## src/rtl/uart_pkg.sv

```systemverilog
// Shared UART definitions: frame state encoding used by both transmitter and receiver.
package uart_pkg;

  localparam int unsigned UART_STATE_W = 3;

  localparam logic [UART_STATE_W-1:0] IDLE   = 3'd0;
  localparam logic [UART_STATE_W-1:0] START  = 3'd1;
  localparam logic [UART_STATE_W-1:0] DATA   = 3'd2;
  localparam logic [UART_STATE_W-1:0] PARITY = 3'd3;
  localparam logic [UART_STATE_W-1:0] STOP   = 3'd4;

  typedef enum logic [UART_STATE_W-1:0] {
    StIdle   = IDLE,
    StStart  = START,
    StData   = DATA,
    StParity = PARITY,
    StStop   = STOP
  } uart_state_e;

endpackage

```

## src/rtl/uart_bit_timer.sv

```systemverilog
// Oversample tick counter: bit_end pulses on the tick that completes one bit period.
module uart_bit_timer #(
  parameter int unsigned OVERSAMPLE = 16
) (
  input  logic clk,
  input  logic rst,
  input  logic clear,
  input  logic baud_tick,
  output logic bit_end
);

  localparam int unsigned CntW = $clog2(OVERSAMPLE);
  localparam logic [CntW-1:0] CntMax = CntW'(OVERSAMPLE - 1);

  logic [CntW-1:0] cnt_q, cnt_d;

  // clear dominates a coincident tick, so that tick never counts toward the next bit
  assign bit_end = baud_tick & ~clear & (cnt_q == CntMax);

  always_comb begin
    cnt_d = cnt_q;
    if (clear) begin
      cnt_d = '0;
    end else if (baud_tick) begin
      cnt_d = bit_end ? '0 : cnt_q + CntW'(1);
    end
  end

  always_ff @(posedge clk or negedge rst) begin
    if (!rst) begin
      cnt_q <= '0;
    end else begin
      cnt_q <= cnt_d;
    end
  end

endmodule

```

## src/rtl/uart_tx_param.sv

```systemverilog
// Parameterised UART transmitter with registered serial output.
// Define UART_TX_PARITY_EN to insert a parity bit between the data and stop bits.
module uart_tx_param
  import uart_pkg::*;
#(
  parameter int unsigned DATA_BITS  = 8,
  parameter int unsigned OVERSAMPLE = 16,
  parameter int unsigned STOP_BITS  = 1,
  parameter bit          MSB_FIRST  = 1'b0,
  parameter bit          PARITY_ODD = 1'b0
) (
  input  logic                 clk,
  input  logic                 rst,
  input  logic                 baud_tick,
  input  logic [DATA_BITS-1:0] tx_data,
  input  logic                 tx_valid,
  output logic                 tx_ready,
  output logic                 tx,
  output logic                 busy,
  output logic                 frame_done
);

  localparam int unsigned IdxW = $clog2(DATA_BITS);
  localparam logic [IdxW-1:0] LastIdx = IdxW'(DATA_BITS - 1);

  uart_state_e          state_q, state_d;
  logic [DATA_BITS-1:0] shift_q, shift_d;
  logic [IdxW-1:0]      idx_q, idx_d;
  logic                 stop_q, stop_d;
  logic                 tx_q, tx_d;
  logic                 ready_q;
  logic                 done_q, done_d;
  logic                 handshake;
  logic                 timer_clear;
  logic                 bit_end;
  logic                 last_stop;
`ifdef UART_TX_PARITY_EN
  logic                 parity_q, parity_d;
`endif

  function automatic logic out_bit(input logic [DATA_BITS-1:0] s);
    return MSB_FIRST ? s[DATA_BITS-1] : s[0];
  endfunction

  function automatic logic [DATA_BITS-1:0] shifted(input logic [DATA_BITS-1:0] s);
    return MSB_FIRST ? {s[DATA_BITS-2:0], 1'b0} : {1'b0, s[DATA_BITS-1:1]};
  endfunction

  assign handshake   = tx_valid & ready_q;
  // Holding the timer clear through IDLE also discards a tick coincident with the handshake
  assign timer_clear = (state_q == StIdle);
  assign last_stop   = (STOP_BITS == 1) || stop_q;

  uart_bit_timer #(
    .OVERSAMPLE(OVERSAMPLE)
  ) u_bit_timer (
    .clk      (clk),
    .rst      (rst),
    .clear    (timer_clear),
    .baud_tick(baud_tick),
    .bit_end  (bit_end)
  );

  always_comb begin
    state_d  = state_q;
    shift_d  = shift_q;
    idx_d    = idx_q;
    stop_d   = stop_q;
    done_d   = 1'b0;
`ifdef UART_TX_PARITY_EN
    parity_d = parity_q;
`endif
    case (state_q)
      StIdle: begin
        if (handshake) begin
          state_d  = StStart;
          shift_d  = tx_data;
          idx_d    = '0;
          stop_d   = 1'b0;
`ifdef UART_TX_PARITY_EN
          parity_d = (^tx_data) ^ PARITY_ODD;
`endif
        end
      end
      StStart: begin
        if (bit_end) begin
          state_d = StData;
        end
      end
      StData: begin
        if (bit_end) begin
          if (idx_q == LastIdx) begin
`ifdef UART_TX_PARITY_EN
            state_d = StParity;
`else
            state_d = StStop;
`endif
          end else begin
            idx_d   = idx_q + IdxW'(1);
            shift_d = shifted(shift_q);
          end
        end
      end
`ifdef UART_TX_PARITY_EN
      StParity: begin
        if (bit_end) begin
          state_d = StStop;
        end
      end
`endif
      StStop: begin
        if (bit_end) begin
          if (last_stop) begin
            state_d = StIdle;
            done_d  = 1'b1;
          end else begin
            stop_d = 1'b1;
          end
        end
      end
      default: state_d = StIdle;
    endcase
  end

  // Line level is derived from the next state so tx changes together with the state register
  always_comb begin
    tx_d = 1'b1;
    case (state_d)
      StStart:  tx_d = 1'b0;
      StData:   tx_d = out_bit(shift_d);
`ifdef UART_TX_PARITY_EN
      StParity: tx_d = parity_d;
`endif
      default:  tx_d = 1'b1;
    endcase
  end

  always_ff @(posedge clk or negedge rst) begin
    if (!rst) begin
      state_q  <= StIdle;
      shift_q  <= '0;
      idx_q    <= '0;
      stop_q   <= 1'b0;
      tx_q     <= 1'b1;
      ready_q  <= 1'b0;
      done_q   <= 1'b0;
`ifdef UART_TX_PARITY_EN
      parity_q <= 1'b0;
`endif
    end else begin
      state_q  <= state_d;
      shift_q  <= shift_d;
      idx_q    <= idx_d;
      stop_q   <= stop_d;
      tx_q     <= tx_d;
      ready_q  <= (state_d == StIdle);
      done_q   <= done_d;
`ifdef UART_TX_PARITY_EN
      parity_q <= parity_d;
`endif
    end
  end

  assign tx_ready   = ready_q;
  assign tx         = tx_q;
  assign busy       = (state_q != StIdle);
  assign frame_done = done_q;

endmodule

```

## config.mk

```make
export PLATFORM = sky130hd
export DESIGN_NAME = uart_tx_param
export DESIGN_NICKNAME = d
export VERILOG_FILES = /design/src/rtl/uart_pkg.sv /design/src/rtl/uart_bit_timer.sv /design/src/rtl/uart_tx_param.sv
export SDC_FILE = /design/constraint.sdc
export NUM_CORES = 1
export LEC_CHECK = 0
export CAP_MARGIN = 30
export CELL_PAD_IN_SITES_DETAIL_PLACEMENT = 0
export CELL_PAD_IN_SITES_GLOBAL_PLACEMENT = 1
export CORE_MARGIN = 2
export CORE_UTILIZATION = 44
export DETAILED_ROUTE_END_ITERATION = 8
export PLACE_DENSITY = 0.84
export SETUP_SLACK_MARGIN = 0.1
export SYNTH_ARGS = -nofsm -noshare
export SYNTH_HDL_FRONTEND = slang
export SYNTH_SLANG_ARGS = --single-unit
```

## constraint.sdc

```tcl
create_clock -name clk -period 3.35 [get_ports clk]
set_input_delay 0.335 -clock clk [delete_from_list [all_inputs] [get_ports clk]]
set_output_delay 0.335 -clock clk [all_outputs]
set_load 0.05 [all_outputs]
```

==> flow_metrics.py, run 1 <==
metrics = {
    "placement": {
        "numPortBuffers": 15,
        "place_area_sq_um": 1210,
        "dp_hpwl_microns": 1380,
        "gp_congestion": 0.780,
        "preCtsSetupSlack_ns": 1.12,
    },
    "route": {
        "vias": 749,
        "wl_per_cell_microns": 13.5,
        "antenna_left": 0,
        "first_pass_iters": 4,
        "drtIter0Drc": 12,
        "wirelength_microns": 1820,
        "drcViolationCount": 0,
        "routed_via_density": 5.55,
    },
    "global_route": {
        "grt_usage_pct": 16.1,
        "grt_overflow": 0,
        "grt_pass1_vias": 741,
        "grt_first_pass_wirelength_microns": 3260,
        "grt_max_degree": 22,
        "antenna_found_initial": 0,
    },
    "finish": {
        "antenna_cells": 0,
        "finish.instance_area_sq_um": 1230,
        "finalNetCount": 123,
        "final_util_pct": 55.3,
        "fillers": 217,
        "syn_to_final_growth_pct": 17.8,
        "drive_above_1_share_pct": 14.0,
    },
    "sta": {
        "rsz0062_at_grt": "no",
        "finalCriticalPeriod_ns": 2.33,
        "max_freq_ghz": 0.429,
        "final.setup.tns_ns": 0,
        "slew_headroom_pct": 39.7,
        "setup_viol_count_final": 0,
        "fin_ws_ns": 1.02,
        "slew_viol_final": 0,
        "worst_pin_slew_ns": 0.902,
        "clock_skew_ns": 0.00372,
        "fin_crit_sh_pct": 69.6,
        "hold_viol": 0,
    },
    "clock_network": {
        "cts_sinks": 21,
        "hold_buffers": 0,
        "h-tree-depth": 1,
        "cts_tree": "yes",
        "cts_buffers": 3,
        "clockBufferDepth": 2,
        "ctsResizeCount": 0,
        "cts-root-buf": "clkbuf_4",
        "clk_latency_ns": 0.29,
        "path_clk_slew_ns": 0.11,
        "cts_setup_buffers": 0,
    },
    "floorplanning": {
        "core_sq_um": 2230,
        "die_area_sq_um": 2790,
        "rows": 17,
        "die_w_microns": 52.8,
        "ioPinCount": 16,
        "fp.dieH_microns": 52.8,
        "initial_utilization_pct": 46.9,
    },
    "synth": {
        "synth-xor-area-share_pct": 1.67,
        "synth-compound-area-share_pct": 15.0,
        "synth_area_leaders": "dfrtp_1, nand3_1, a22oi_1",
        "synth_seq_cells": 21,
        "yosys-top-cells-count": "dfrtp_1, nand3_1, nand2_1, nor2_1, a22oi_1",
        "ys_types": 35,
        "synthArstFlopShare_pct": 100,
        "synth_area_sq_um": 1050,
        "ys.flop_type": "dfrtp_1",
        "syn_area_per_cell_sq_um": 11.4,
        "synth-edff-count": 0,
        "netlist_instances": 92,
        "yosysTopAreaCell": "dfrtp_1",
        "synth_nets": 107,
        "synth_fa_ha_area_share_pct": 3.58,
        "yosys_warnings": 0,
        "synthMuxAreaShare_pct": 1.91,
        "synth_top_family_by_area": "simple AND/OR/NAND/NOR gates",
        "yosys.area_share.simple_pct": 24.7,
        "synth_seq_area_share_pct": 50.2,
        "netlist.area_leader.share_pct": 47.7,
        "synth_most_common_cell": "dfrtp_1",
    },
    "setup_path": {
        "critPathLaunchType": "flop",
        "worst-path-max-fanout": 9,
        "crit_family": "buffers and inverters",
        "cp-end-kind": "primary output",
        "critPathMaxStageDelay_ns": 0.71,
        "required_ns": 3.01,
        "crit_chain": "nor3_4 > inv_1 > clkdlybuf4s50_1",
        "critPathSlowestCell": "clkdlybuf4s50_1",
        "critical_path_buf_inv_count": 2,
        "critPathKind": "flop to primary output",
        "ff2ff_setup_slack_ns": 1.42,
        "cp.arrival_ns": 2.00,
    },
    "job": {
        "drv_cap": 0,
    },
    "power_and_ir_drop": {
        "p_per_area_nw_per_um2": 487,
        "ir_drop_mv": 0.279,
        "report.power.total_mw": 0.601,
        "p_leak_nw": 0.563,
    },
    "status": {
        "outcome": "finished, final reports clean",
    },
    "worst_hold_path": {
        "hp-class": "flop to flop",
    },
}
through the flow:
stage,hold slack (ns),cells
3_5_place_dp,0.488,131
6_report,0.509,135
4_1_cts,0.517,135
5_1_grt,0.529,135
2_1_floorplan,0.0394,92
3_3_place_gp,0.472,131
placed cells by master (no fill, tap or decap), drive strengths merged, types with 3 or more instances in the layout:
master | synthesis | final
clkbuf | 0 | 3
nor2 | 9 | 9
a22oi | 6 | 6
clkdlybuf4s50 | 0 | 15
dfrtp | 20 | 20
nand2 | 8 | 8
nand3 | 11 | 11
a22o | 4 | 4
ha | 3 | 3
a21oi | 3 | 3
cell type report:
class / instances / area, sq um / share of cell area, %
Sequential cell: 21 / 527 / 42.7
Clock buffer: 3 / 22.5 / 1.82
Multi-Input combinational cell: 66 / 492 / 39.8
Inverter: 1 / 3.75 / 0.304
Timing Repair Buffer: 15 / 150 / 12.2
Clock inverter: 1 / 5.00 / 0.405
Tap cell: 28 / 35.0 / 2.84
layer usage:
layer / routed length, microns / vias up / global-route usage [%] / part of all wire (%)
met5: 0 / - / 0 / 0
met4: 11 / 0 / 6.41 / 0.60
met3: 44 / 2 / 2.57 / 2.4
met2: 912 / 10 / 27.3 / 50
met1: 854 / 366 / 20.2 / 47
li1: - / 371 / - / -
worst paths after layout:
check / from / cells after the start / to
setup / recovery: state_q[2] / 3 / busy
hold / removal: shift_q[6] / 1 / shift_q[6]
setup reg to reg: idx_q[0] / 5 / idx_q[1]
hold reg to reg: shift_q[6] / 1 / shift_q[6]
max in group asynchronous: rst / 1 / shift_q[7]
min in group asynchronous: rst / 1 / state_q[0]
cell families after synthesis:
group / after synthesis
simple gates: 39
compound gates: 20
xor+xnor: 2
fa+ha+maj: 3
buf+inv: 5
flops: 21
mux: 2
sequential cells by signal, indices dropped and copies added (netlist names):
register,cells
tx_ready,1
tx,1
shift_q,8
state_q,3
idx_q,3
frame_done,1
u_bit_timer.cnt_q,4
power breakdown:
part,total (mW),switching (mW),internal (mW)
clock network,0.115,0.0710,0.0444
registers,0.343,0.0505,0.292
logic,0.143,0.0731,0.0702
total,0.601,0.195,0.407
Note: power is estimated with default switching activity, not from simulation.
==> inputs of run 2 (changes only) <==
- CORE_UTILIZATION: 44 -> 41
- PLACE_DENSITY: 0.84 -> 0.79
- clock period: 3.35 -> 2.3 ns (I/O delays scaled with it)
==> flow_metrics.py, run 2 (same netlist as run 1, synthesis figures left out) <==
metrics = {
    "status": {
        "outcome": "finished, final reports clean",
    },
    "setup_path": {
        "reg2regPathDepth": 5,
        "r2r_start": "idx_q[0]",
        "critical_path_buf_inv_count": 1,
        "critPathSlowestCell": "clkdlybuf4s50_1",
        "ff2ff_setup_slack_ns": 0.50,
        "crit_chain": "clkdlybuf4s50_1",
        "worst-path-max-fanout": 1,
        "required_ns": 2.07,
        "crit_family": "buffers and inverters",
        "critPathMaxStageDelay_ns": 0.79,
        "critPathLaunchType": "flop",
        "cp-end-kind": "primary output",
        "cp.arrival_ns": 1.62,
        "r2r_end": "shift_q[2]",
        "critPathKind": "flop to primary output",
    },
    "finish": {
        "reg.largest.list": "shift_q: 8 flops, u_bit_timer.cnt_q: 4 flops",
        "finalNetCount": 127,
        "antenna_cells": 0,
        "syn_to_final_growth_pct": 21.1,
        "fillers": 220,
        "finish.instance_area_sq_um": 1270,
        "final_cell_count_no_fill": 141,
        "drive_above_1_share_pct": 17.1,
        "top_register": "shift_q",
        "largest_register_ffs": 8,
        "final_common_cell": "dfrtp_1",
        "final_util_pct": 51.7,
        "layout_common_cells": "dfrtp_1, clkdlybuf4s50_1, nand3_1",
    },
    "clock_network": {
        "clockBufferDepth": 2,
        "cts_setup_buffers": 0,
        "hold_buffers": 0,
        "cts-root-buf": "clkbuf_4",
        "h-tree-depth": 1,
        "cts_tree": "yes",
        "path_clk_slew_ns": 0.13,
        "cts_buffers": 3,
        "clk_latency_ns": 0.32,
        "cts_sinks": 21,
        "ctsResizeCount": 0,
    },
    "sta": {
        "finalCriticalPeriod_ns": 1.85,
        "timing.hold.ws_ns": 0.226,
        "slew_headroom_pct": 66.6,
        "rsz0062_at_grt": "no",
        "fin_ws_ns": 0.450,
        "worst_pin_slew_ns": 0.500,
        "slew_viol_final": 0,
        "setup_viol_count_final": 0,
        "max_freq_ghz": 0.541,
        "fin_crit_sh_pct": 80.4,
        "clock_skew_ns": 0.0136,
        "hold_viol": 0,
        "final.setup.tns_ns": 0,
    },
    "route": {
        "drtIter0Drc": 8,
        "wl_per_cell_microns": 13.5,
        "first_pass_iters": 4,
        "vias": 770,
        "antenna_left": 0,
        "wirelength_microns": 1900,
        "drcViolationCount": 0,
        "routed_via_density": 5.46,
    },
    "power_and_ir_drop": {
        "p_leak_nw": 0.584,
        "report.power.total_mw": 0.900,
        "p_per_area_nw_per_um2": 709,
        "ir_drop_mv": 0.397,
    },
    "placement": {
        "dp_hpwl_microns": 1370,
        "dp_cells": 137,
        "preCtsSetupSlack_ns": 0.320,
        "gp_congestion": 0.776,
        "place_area_sq_um": 1240,
        "numPortBuffers": 15,
    },
    "floorplanning": {
        "die_w_microns": 54.6,
        "ioPinCount": 16,
        "fp.dieH_microns": 54.6,
        "core_sq_um": 2450,
        "die_area_sq_um": 2980,
        "rows": 18,
        "initial_utilization_pct": 42.7,
    },
    "global_route": {
        "grt_overflow": 0,
        "grt_first_pass_wirelength_microns": 3310,
        "grt_pass1_vias": 727,
        "grt_max_degree": 22,
        "grt_usage_pct": 15.7,
        "antenna_found_initial": 0,
    },
    "worst_hold_path": {
        "hp-class": "input pin to asynchronous set/reset pin",
    },
    "job": {
        "drv_cap": 0,
    },
}
==> run 2: worst max path at each step <==
| stage | start | end | slack (ns) | depth (start not counted) |
|---|---|---|---|---|
| 2_1_floorplan | idx_q[0] | idx_q[0] | 0.54 | 6 |
| 3_3_place_gp | baud_tick | idx_q[0] | 0.35 | 5 |
| 3_5_place_dp | baud_tick | shift_q[1] | 0.32 | 5 |
| 4_1_cts | state_q[2] | busy | 0.14 | 3 |
| 5_1_grt | u_bit_timer.cnt_q[0] | shift_q[3] | 0.36 | 5 |
| 6_report | tx | tx | 0.45 | 1 |
==> run 2: where the power goes <==
part | leakage [nW] | internal, mW | switching, mW
registers | 0.273 | 0.425 | 0.0771
clock network | 0.0177 | 0.0651 | 0.120
logic | 0.293 | 0.108 | 0.105
total | 0.584 | 0.599 | 0.301
==> run 2: layout make-up <==
type / count / area (sq um) / area share (%)
tap: 30 / 37.5 / 2.96
sequential: 21 / 527 / 41.5
clock inverter: 1 / 5.00 / 0.394
inverter: 1 / 3.75 / 0.296
clock buffer: 3 / 22.5 / 1.77
timing repair buffer: 19 / 183 / 14.4
multi-input combinational: 66 / 492 / 38.7
==> run 2: per-layer routing <==
metal | GRT usage [%] | part of all wire, % | vias up
met5 | 0 | 0 | -
met4 | 7.50 | 1.8 | 0
met3 | 2.46 | 4.2 | 5
met2 | 23.9 | 47 | 16
met1 | 21.9 | 47 | 370
li1 | - | - | 379
